--- src/rtl/cl_mem_stage.sv ---
// Memory-access stage: runs one valid/ready data-memory transaction per load/store and
// produces the load writeback. Define CL_MEM_MISALIGN_CHK_EN to trap misaligned word ops.
module cl_mem_stage #(
    parameter int unsigned ADDR_W    = 32,
    parameter int unsigned DATA_W    = 32,
    parameter int unsigned RF_ADDR_W = 5
) (
    input  logic                 clk,
    input  logic                 reset,
    input  logic                 valid_i,
    input  logic                 is_load_i,
    input  logic                 is_store_i,
    input  logic                 is_byte_i,
    input  logic [ADDR_W-1:0]    addr_i,
    input  logic [DATA_W-1:0]    store_data_i,
    input  logic [RF_ADDR_W-1:0] rd_addr_i,
    output logic                 stall_o,
    output logic                 result_valid_o,
    output logic                 rf_wen_o,
    output logic [RF_ADDR_W-1:0] rf_waddr_o,
    output logic [DATA_W-1:0]    rf_wdata_o,
    output logic                 dmem_req_valid_o,
    input  logic                 dmem_req_ready_i,
    output logic                 dmem_req_write_o,
    output logic [ADDR_W-1:0]    dmem_req_addr_o,
    output logic [DATA_W-1:0]    dmem_req_wdata_o,
    output logic [3:0]           dmem_req_mask_o,
    input  logic                 dmem_resp_valid_i,
    input  logic [DATA_W-1:0]    dmem_resp_data_i,
    output logic                 misalign_o
);

    typedef enum logic [1:0] {StIdle, StReq, StResp, StDone} state_e;

    state_e                 state;
    logic                   lat_load;
    logic                   lat_byte;
    logic [1:0]             lat_lane;
    logic [RF_ADDR_W-1:0]   lat_rd;
    logic                   mem_op;
    logic [DATA_W-1:0]      load_value;

    assign mem_op = valid_i & (is_load_i | is_store_i);

    // Inputs are only sampled in IDLE, so stall must be combinational there.
    assign stall_o = ~reset & (((state == StIdle) & mem_op) | (state == StReq) |
                               (state == StResp));

    always_comb begin
        load_value = dmem_resp_data_i;
        if (lat_byte) begin
            load_value = {{(DATA_W-8){1'b0}}, dmem_resp_data_i[{lat_lane, 3'b000} +: 8]};
        end
    end

`ifdef CL_MEM_MISALIGN_CHK_EN
    logic word_misalign;
    assign word_misalign = ~is_byte_i & (addr_i[1:0] != 2'b00);
`else
    assign misalign_o = 1'b0;
`endif

    always_ff @(posedge clk) begin
        if (reset) begin
            state            <= StIdle;
            lat_load         <= 1'b0;
            lat_byte         <= 1'b0;
            lat_lane         <= 2'b00;
            lat_rd           <= '0;
            result_valid_o   <= 1'b0;
            rf_wen_o         <= 1'b0;
            rf_waddr_o       <= '0;
            rf_wdata_o       <= '0;
            dmem_req_valid_o <= 1'b0;
            dmem_req_write_o <= 1'b0;
            dmem_req_addr_o  <= '0;
            dmem_req_wdata_o <= '0;
            dmem_req_mask_o  <= 4'h0;
`ifdef CL_MEM_MISALIGN_CHK_EN
            misalign_o       <= 1'b0;
`endif
        end else begin
            // Writeback outputs are a single-cycle DONE pulse.
            result_valid_o <= 1'b0;
            rf_wen_o       <= 1'b0;
            rf_waddr_o     <= '0;
            rf_wdata_o     <= '0;
`ifdef CL_MEM_MISALIGN_CHK_EN
            misalign_o     <= 1'b0;
`endif
            unique case (state)
                StIdle: begin
`ifdef CL_MEM_MISALIGN_CHK_EN
                    if (mem_op && word_misalign) begin
                        state          <= StDone;
                        lat_load       <= 1'b0;
                        result_valid_o <= 1'b1;
                        rf_waddr_o     <= rd_addr_i;
                        misalign_o     <= 1'b1;
                    end else
`endif
                    if (mem_op) begin
                        state            <= StReq;
                        lat_load         <= is_load_i;
                        lat_byte         <= is_byte_i;
                        lat_lane         <= addr_i[1:0];
                        lat_rd           <= rd_addr_i;
                        dmem_req_valid_o <= 1'b1;
                        dmem_req_write_o <= is_store_i;
                        dmem_req_addr_o  <= addr_i;
                        dmem_req_wdata_o <= '0;
                        dmem_req_mask_o  <= 4'h0;
                        if (is_store_i) begin
                            if (is_byte_i) begin
                                dmem_req_wdata_o <= {(DATA_W/8){store_data_i[7:0]}};
                                dmem_req_mask_o  <= 4'b0001 << addr_i[1:0];
                            end else begin
                                dmem_req_wdata_o <= store_data_i;
                                dmem_req_mask_o  <= 4'hF;
                            end
                        end
                    end
                end
                StReq: begin
                    if (dmem_req_ready_i) begin
                        dmem_req_valid_o <= 1'b0;
                        dmem_req_write_o <= 1'b0;
                        dmem_req_addr_o  <= '0;
                        dmem_req_wdata_o <= '0;
                        dmem_req_mask_o  <= 4'h0;
                        if (lat_load) begin
                            state <= StResp;
                        end else begin
                            state          <= StDone;
                            result_valid_o <= 1'b1;
                            rf_waddr_o     <= lat_rd;
                        end
                    end
                end
                StResp: begin
                    if (dmem_resp_valid_i) begin
                        state          <= StDone;
                        result_valid_o <= 1'b1;
                        rf_wen_o       <= 1'b1;
                        rf_waddr_o     <= lat_rd;
                        rf_wdata_o     <= load_value;
                    end
                end
                StDone: begin
                    state <= StIdle;
                end
                default: begin
                    state <= StIdle;
                end
            endcase
        end
    end

endmodule

--- config.mk ---
export PLATFORM = sky130hd
export DESIGN_NAME = cl_mem_stage
export DESIGN_NICKNAME = d
export VERILOG_FILES = /design/src/rtl/cl_mem_stage.sv
export SDC_FILE = /design/constraint.sdc
export NUM_CORES = 1
export LEC_CHECK = 0
export ABC_CLOCK_PERIOD_IN_PS = 1800
export CAP_MARGIN = 20
export CORE_ASPECT_RATIO = 1.2
export CORE_UTILIZATION = 37
export CTS_CLUSTER_DIAMETER = 150
export DETAILED_ROUTE_END_ITERATION = 12
export MAX_ROUTING_LAYER = met4
export PLACE_DENSITY = 0.84
export REMOVE_ABC_BUFFERS = 1
export SLEW_MARGIN = 10
export SYNTH_ARGS = -nofsm -noshare
export SYNTH_HDL_FRONTEND = slang
export SYNTH_SLANG_ARGS = --single-unit
--- constraint.sdc ---
create_clock -name clk -period 1.8 [get_ports clk]
set_clock_uncertainty 0.15 [all_clocks]
set_input_delay 0.36 -clock clk [delete_from_list [all_inputs] [get_ports clk]]
set_output_delay 0.36 -clock clk [all_outputs]
set_load 0.02 [all_outputs]
-- After elaboration in Yosys (flattened, before gate mapping)
Index checks and enable logic that the tools add are counted.
- logic and storage cells: 71
- memories: 0
- bits in registers: 120
- bits in writable memories: 0
- latch bits: 0
- output and inout bits: 111
- memory bits (read-only): 0
- bits of input ports: 109
- equality and inequality tests: 6
- $mul: 0
- multiplexer cells: 31
- shift operators: 2
- reduce and logical (&&, ||, !) cells: 8
- order comparisons: 0
- $add $sub $neg: 0
- bitwise logic cells: 9
- div/mod/pow operators: 0
- operator list (operator ; count):
    two-way mux 32 bit ; 5
    case mux 32 bit (2 select lines) ; 2
    indexed part select 32 x 6 -> 8 bit ; 1
    two-way mux 4 bit ; 4
    two-way mux 5 bit ; 3
    case mux 5 bit (2 select lines) ; 1
    two-way mux 8 bit ; 1
    case mux 2 bit (4 select lines) ; 1
    case mux 4 bit (2 select lines) ; 1
    two-way mux 1 bit ; 7
    two-way mux 2 bit ; 3
    != test 2 bit, second input constant ; 3
    case mux 1 bit (2 select lines) ; 3
    AND reduction 3 bit ; 2
    == test 2 bit, second input constant ; 2
    OR reduction 4 bit ; 1
    << shifter 1 x 2 -> 4 bit, first input constant ; 1
    AND 1 bit ; 3
    inverter 1 bit ; 3
    bitwise OR 1 bit ; 3
    OR reduction 3 bit ; 1
    == test 2 x 1 -> 1 bit, second input constant ; 1
    zero test 2 bit ; 1
    AND reduction 2 bit ; 1
    other kinds (2) ; 2

-- Logic depth before layout (Yosys ltp)
Gate-level depths: netlist of the first run.
- depth after elaboration: 6
- depth in mapped cells: 8
- depth with buffers taken out: 5

-- Worst setup path before layout of the first run
No wires, ideal clock.
- path type: register -> register
- start: register state[0]
- end: register dmem_req_write_o
- period minus slack after synthesis: 1.898 ns
- setup slack: -0.098 ns
- setup time: 0.116 ns
- stages on the path, launching flop included: 9
- required time: 1.534 ns
- buffers on the path: 3
- arrival time: 1.632 ns
- cells stage by stage: dfxtp_1 -> inv_1 -> ha_1 -> buf_2 -> and4bb_2 -> and2_1 -> buf_2 -> buf_2 -> a31o_2
- longest elaborated chain between the ends: 3
- elaborated cells on any way between the ends: 7
- classes of those cells: eq/ne (3); mux (1); reduce/logical (3)
- ends and longest elaborated chain (item ; line ; RTL):
    start, declared ; 35 ; state_e state;
    start signal, assigned ; 65 ; state <= StIdle;
    start signal, assigned ; 103 ; state <= StReq;
    start signal, assigned ; 132 ; state <= StResp;
    == test 2 x 1 -> 1 bit / zero test 2 bit (equally long branches) ; 91 ; unique case (state)
    != test 2 bit (no line) / nonzero test 2 bit (equally long branches) ; n/a ;
    AND reduction 3 bit (no line) ; n/a ;
    end signal, assigned ; 109 ; dmem_req_write_o <= is_store_i;
    end, declared ; 24 ; output logic dmem_req_write_o,
Parallel ways exist; a longest one is shown, timed or not.
A chain may end at the register's enable or synchronous reset.

-- Final worst setup path of the first run
- start: register state[1]
- end: register dmem_req_wdata_o[28]
- longest elaborated chain between the ends: 3
- elaborated cells on any way between the ends: 7
- classes of those cells: eq/ne (3); mux (1); reduce/logical (3)
- ends and longest elaborated chain (item ; line ; RTL):
    == test 2 x 1 -> 1 bit / zero test 2 bit (equally long branches) ; 91 ;
    != test 2 bit (no line) / nonzero test 2 bit (equally long branches) ; n/a ;
    AND reduction 3 bit (no line) ; n/a ;
    end signal, assigned ; 115 ; dmem_req_wdata_o <= {(DATA_W/8){store_data_i[7:0]}};
    end signal, assigned ; 118 ; dmem_req_wdata_o <= store_data_i;
    end, declared ; 26 ; output logic [DATA_W-1:0] dmem_req_wdata_o,
Parallel ways exist; a longest one is shown, timed or not.

==> key figures, run 1 <==
Cells and area
  • Most common cell after layout, fill and taps aside: dfxtp_1
  • N_diodes: 0
  • Layout cells sized above 1: 0.1857
  • Most frequent cells in the layout: dfxtp_1, dlygate4sd2_1, clkdlybuf4s50_1, a32o_1, mux2i_1
  • NumNets Final: approximately 760
  • Area grow syn2layout: 74.70%
  • Design Area, Final: between 0.007 and 0.008 sq mm

Die
  • Die Area: roughly 0.013 sq mm
  • Initial Utilization: 0.3857
  • Core area: 0.01173 sq mm
  • Cell row count: 43
  • Die width: 102.9 microns
  • I/O pin count: 220
  • Die Height: around 120 microns

Timing
  • RSZ-0062 raised after global routing: yes
  • Worst setup margin: -207.5 ps
  • Peak Freq: between 400 and 500 MHz
  • Fin crit period: 2007 ps
  • Final Hold Fails: 0
  • Period utilization: 1.115
  • Final setup vio count: approximately 70
  • Slew Limit Fails: 0

Setup path
  • Number of cells on the worst reg-to-reg path: 7
  • Req. time, crit path: around 2000 ps
  • Kind of end point of the critical path: flop
  • Reg2reg end: dmem_req_wdata_o[28]
  • Reg2reg start: state[1]
  • Setup CP Type: flop to flop
  • R2r setup slk: -210 ps
  • Critical path arrival: 2160 ps
  • Startpoint types: flop
  • Critical Path Fanout Max: 7

Yosys
  • Post-synthesis average cell area: approximately 11 sq um
  • Seq/Total Area, Yosys: 0.5310
  • Top post-synthesis cells by area: dfxtp_1, a32o_1, mux2i_1, mux2_2, and2_1
  • Count of state elements after synthesis: 120
  • Yosys warning count: 0
  • Gate Count Post-Synth: approximately 400
  • Unique masters post-synth: 35
  • Post-synth top area share: 0.5310
  • Syn Std Cell Area: roughly 0.0045 sq mm
  • Yosys top cell by area: dfxtp_1

Clocking
  • Total CTS buffers: 17
  • Hold_buf cts: 0
  • CTS clk-pin slew, worst paths: 60 ps
  • CTS tree: done
  • Longest Clk Path Bufs: 2
  • Clock sinks: 120
  • H-tree levels: 4
  • Clock Tree Root: clkbuf_16
  • Clk Latency, worst-skew pair: between 400 and 500 ps

Route
  • Drt first-iter violations: roughly 190
  • Residual DRC count: 0
  • Routed vias: approximately 4.3k
  • Initial DRT Pass Iterations: 5
  • DRT Wirelength: between 15000 and 20000 microns
  • Vias per cell: about 5.3
  • Post-DR wirelength/cell: 18.91 microns
  • ANT nets after route: 0

GRT
  • Vias in the first global route: 4417
  • Overall Global Routing Usage: 0.2502
  • Pin count of the biggest net entering global routing: 51
  • Total congestion overflow: 0
  • First-pass GRT wire length: around 23000 microns
  • Initial antenna violation count: 0

Worst hold path
  • Hold worst-path end: dmem_req_addr_o[20]
  • Worst hold stages: 2
  • Min-delay src: dmem_req_addr_o[20]
  • Hold WC Path Type: flop to flop

Placement
  • Final GP Congestion: ~0.9
  • Placed cell area: between 0.007 and 0.008 sq mm
  • Setup Slack @ Placement: -673.9 ps
  • # port buffers: 218
  • Post-DP HPWL: ~10000 microns

Status
  • Status: finished, violations left
  • Failing checks: negative setup slack

Power
  • PD cells: 1437 mW/mm^2
  • Worst VDD drop: about 0.74 mV
  • Leak: 3.570 nW

Run
  • Max Cap Viol: 0
[worst max-delay path, stage by stage (launching register included)]
cell       delay (ps)
dfxtp_2           340
inv_4              80
ha_4              140
buf_4             150
nor2_1             80
a211o_4           400
bufbuf_16         310
a32o_1            250
[metal layers]
| metal | track usage | wire (microns) |
|---|---|---|
| met2 | 0.4417 | 8041 |
| met1 | 0.2502 | 5550 |
| met5 | - | 0 |
| met4 | 0.1276 | 476 |
| met3 | 0.06897 | 1322 |
[cells in the mapped netlist]
cell type  instances
mux2i_1           30
o221a_2            1
a32o_1            55
nand2b_1           2
a211oi_1           1
o2bb2ai_1          8
a211o_1            1
nand2_1           17
buf_4              2
nor2b_4            1
ha_1               3
a31o_2             2
conb_1             1
mux2_2            24
inv_1              5
buf_1              3
nor3_1             1
a21oi_1           11
nand3b_1          14
nand3_1            1
o21a_1             2
o21ai_1            1
buf_2              8
o21ai_0           13
clkbuf_1          20
and4bb_2           1
and3b_1            1
or3_1              1
dfxtp_1          120
and2_1            30
nor2b_1            1
o211ai_1           1
a211oi_2           1
nor2_1            11
buf_6              5
[area by class of cell]
class	instances	area, sq um
Clock buffer	19	442.9
Clock inverter	13	170.2
Fill cell	921	3825
Inverter	5	23.77
Multi-Input combinational cell	236	1963
Sequential cell	120	2407
Tap cell	157	196.4
Timing Repair Buffer	264	2700
[report_power, final]
part           switching (mW)  internal, mW
Clock                    1.26          2.23
Combinational            2.14          2.42
Sequential              0.229          3.08
Total                    3.63          7.73
[flip-flops by register name (all words and copies together), names as in the netlist, 2 cells and up]
| register | flops |
|---|---|
| dmem_req_wdata_o | 32 |
| dmem_req_mask_o | 4 |
| dmem_req_addr_o | 32 |
| lat_lane | 2 |
| state | 2 |
| rf_waddr_o | 5 |
| rf_wdata_o | 32 |
| lat_rd | 5 |
[metrics by stage]
stage / TNS, ps / power (mW) / utilization / hold slack, ps / cells
after floorplan: -40040 / 4.962 / - / 279.1 / 361
after global placement: -40430 / 6.595 / 0.5972 / 289.4 / 764
after detailed placement: -42040 / 6.707 / 0.5972 / 299.2 / 764
after CTS: -9427 / 11.50 / 0.6747 / 307.9 / 815
after global routing: -14290 / 11.82 / 0.6739 / 321.6 / 814
final: -9557 / 11.36 / 0.6739 / 305.2 / 814
[worst max path at each step]
stage                          start                    to  slack, ps  depth (start not counted)
after floorplan             state[1]    dmem_req_addr_o[0]       -570                          5
after global placement    is_store_i               stall_o       -630                          4
after detailed placement  is_store_i               stall_o       -670                          4
after CTS                   state[1]               stall_o       -200                          5
after global routing        state[1]               stall_o       -280                          5
final                       state[1]  dmem_req_wdata_o[28]       -210                          7
[kinds of logic after synthesis]
logic type                 after synthesis  share of synthesized area
AOI/OAI and AO/OA                       97                     0.1825
adders and majority gates                3                   0.008297
buffers and inverters                   43                    0.04784
DFF                                    120                     0.5310
muxes                                   54                     0.1261
other                                    1                  0.0008289
and+or+nand+nor                         81                     0.1034
[what timing repair did]
action | CTS | global route
endpoints found under the setup margin | 182 | 79
cloned | 10 | 0
buffers inserted | 9 | 0
pin swaps | 40 | 2
gates resized for setup | 146 | 5
No activity file was read; power rests on OpenSTA's default activity.
==> run 2: changes to the inputs <==
--- a/config.mk
+++ b/config.mk
@@ -9,6 +9,7 @@
 export CAP_MARGIN = 20
 export CORE_ASPECT_RATIO = 1.2
 export CORE_UTILIZATION = 37
+export CTS_BUF_LIST = sky130_fd_sc_hd__clkbuf_16
 export CTS_CLUSTER_DIAMETER = 150
 export DETAILED_ROUTE_END_ITERATION = 12
 export MAX_ROUTING_LAYER = met4
==> run 2 against run 1 <==
  * The run still ends with negative setup slack left
  * First-iteration DRC count is 7.3% higher
  * Register-to-register slack hardly changed
  * Worst hold slack worse by 0.97 ps
  * Power is 0.62% lower
  * Combinational power hardly changed
  * Final area is 0.13% lower
  * Global-route usage hardly changed
  * Cell count stayed put
  * Clock-buffer cell count is 2 lower
==> key figures, run 2 (same netlist as run 1, synthesis figures left out) <==
Status
  • Failing checks: negative setup slack
  • Status: finished, violations left

Die
  • Initial Utilization: 0.3857
  • Die Area: between 0.01 and 0.015 sq mm
  • Cell row count: 43
  • Die width: between 100 and 150 microns
  • Core area: ~0.012 sq mm
  • Die Height: ~120 microns
  • I/O pin count: 220

Clocking
  • Longest Clk Path Bufs: 2
  • H-tree levels: 4
  • Clk Latency, worst-skew pair: 410 ps
  • Clock Tree Root: clkbuf_16
  • CTS tree: done
  • Total CTS buffers: 17
  • CTS clk-pin slew, worst paths: 60 ps
  • Hold_buf cts: 0
  • Clock sinks: between 100 and 150

Timing
  • Final setup vio count: just over 70
  • RSZ-0062 raised after global routing: yes
  • Period utilization: 1.117
  • Fin crit period: 2011 ps
  • Worst setup margin: -210.5 ps
  • Final Hold Fails: 0
  • Slew Limit Fails: 0
  • Peak Freq: slightly below 500 MHz

Power
  • Final Power: approximately 11 mW
  • Worst VDD drop: roughly 0.74 mV
  • PD cells: 1430 mW/mm^2
  • Leak: approximately 3.6 nW

Run
  • Max Cap Viol: 0

Route
  • Residual DRC count: 0
  • Vias per cell: around 5.3
  • ANT nets after route: 0
  • Drt first-iter violations: approximately 200
  • Post-DR wirelength/cell: 18.86 microns
  • DRT Wirelength: between 15000 and 20000 microns
  • Initial DRT Pass Iterations: 4
  • Routed vias: 4317

Setup path
  • Startpoint types: flop
  • Slowest stage delay, CP: 400 ps
  • Critical path arrival: 2170 ps
  • Critical Path Fanout Max: 7
  • Setup CP Type: flop to flop
  • Kind of end point of the critical path: flop
  • Req. time, crit path: between 1500 and 2000 ps
  • Worst-path cell chain: inv_4 > ha_4 > buf_4 > nor2_1 > a211o_4 > bufbuf_16 > a32o_1
  • CP max stage cell: a211o_4

Cells and area
  • Most common cell after layout, fill and taps aside: dfxtp_1
  • N_diodes: 0
  • Biggest regs: dmem_req_addr_o (32), dmem_req_wdata_o (32), rf_wdata_o (32)
  • Most frequent cells in the layout: dfxtp_1, dlygate4sd2_1, clkdlybuf4s50_1, a32o_1, mux2i_1
  • Layout cells sized above 1: 0.1842
  • Area taken by multi-input logic gates: about 0.0020 sq mm
  • Area grow syn2layout: 74.47%
  • Fin cells: around 810
  • Flip-flop and latch area: around 0.0024 sq mm
  • NumNets Final: roughly 760
  • Fillcell total: 923

GRT
  • Overall Global Routing Usage: 0.2499
  • First-pass GRT wire length: around 23000 microns
  • Pin count of the biggest net entering global routing: 51
  • Vias in the first global route: ~4.4k
  • Initial antenna violation count: 0
  • Total congestion overflow: 0

Worst hold path
  • Hold WC Path Type: flop to flop

Placement
  • Setup Slack @ Placement: -673.9 ps
  • Post-DP HPWL: roughly 10000 microns
  • Final GP Congestion: 0.9063
  • Placed insts: between 700 and 800
  • # port buffers: 218
## run 2: cell count changes in the layout (fill, tap and decap cells not counted)
cell | previous run | this run
inv_1 | 2 | 3
clkbuf_1 | 1 | 0
clkbuf_8 | 1 | 0
clkinv_1 | 0 | 1
## run 2: timing repair
action                     in CTS  in global routing
pin swaps                      40                  2
setup endpoints to repair     182                 79
gates cloned                   10                  0
buffers inserted                9                  0
gates resized for setup       146                  5
## run 2: worst max-delay path, delay by kind of cell, from the launching register on
kind	cells	cell delay, ps
buffers and inverters	3	540
AO/OA/AOI/OAI	2	650
flip-flops	1	340
adder cells (fa/ha/maj)	1	150
AND/OR/NAND/NOR	1	80
## run 2: cell type report
type                            count  area share
Clock buffer                       17     0.05389
Multi-Input combinational cell    236      0.2487
Clock inverter                     15     0.02251
Tap cell                          157     0.02489
Sequential cell                   120      0.3050
Timing Repair Buffer              264      0.3421
Inverter                            5    0.003012
## run 2: stage by stage
step	area, sq um	setup TNS (ps)	hold WS [ps]	util
after global placement	7004	-40430	289.4	0.5972
after detailed placement	7004	-42040	299.2	0.5972
after global routing	7894	-14290	321.6	0.6730
after CTS	7904	-9427	307.9	0.6739
final	7894	-9651	304.2	0.6730
after floorplan	4327	-40040	279.1	-
## run 2: worst paths after layout
kind | startpoint | end | slack [ps] | depth (start not counted)
max | state[1] | dmem_req_wdata_o[28] | -210 | 7
min | dmem_req_addr_o[20] | dmem_req_addr_o[20] | 300 | 2
max reg2reg | state[1] | dmem_req_wdata_o[28] | -210 | 7
min reg2reg | dmem_req_addr_o[20] | dmem_req_addr_o[20] | 300 | 2
## run 2: layer usage
layer	wire length, microns	part of all wire	track usage
met2	8044	0.52	0.4417
met1	5430	0.35	0.2495
met4	482	0.031	0.1276
met3	1394	0.091	0.06897
met5	0	0	-
## run 2: power breakdown
part | switching (mW) | internal, mW
sequential | 0.229 | 3.08
clock | 1.25 | 2.18
combinational | 2.13 | 2.42
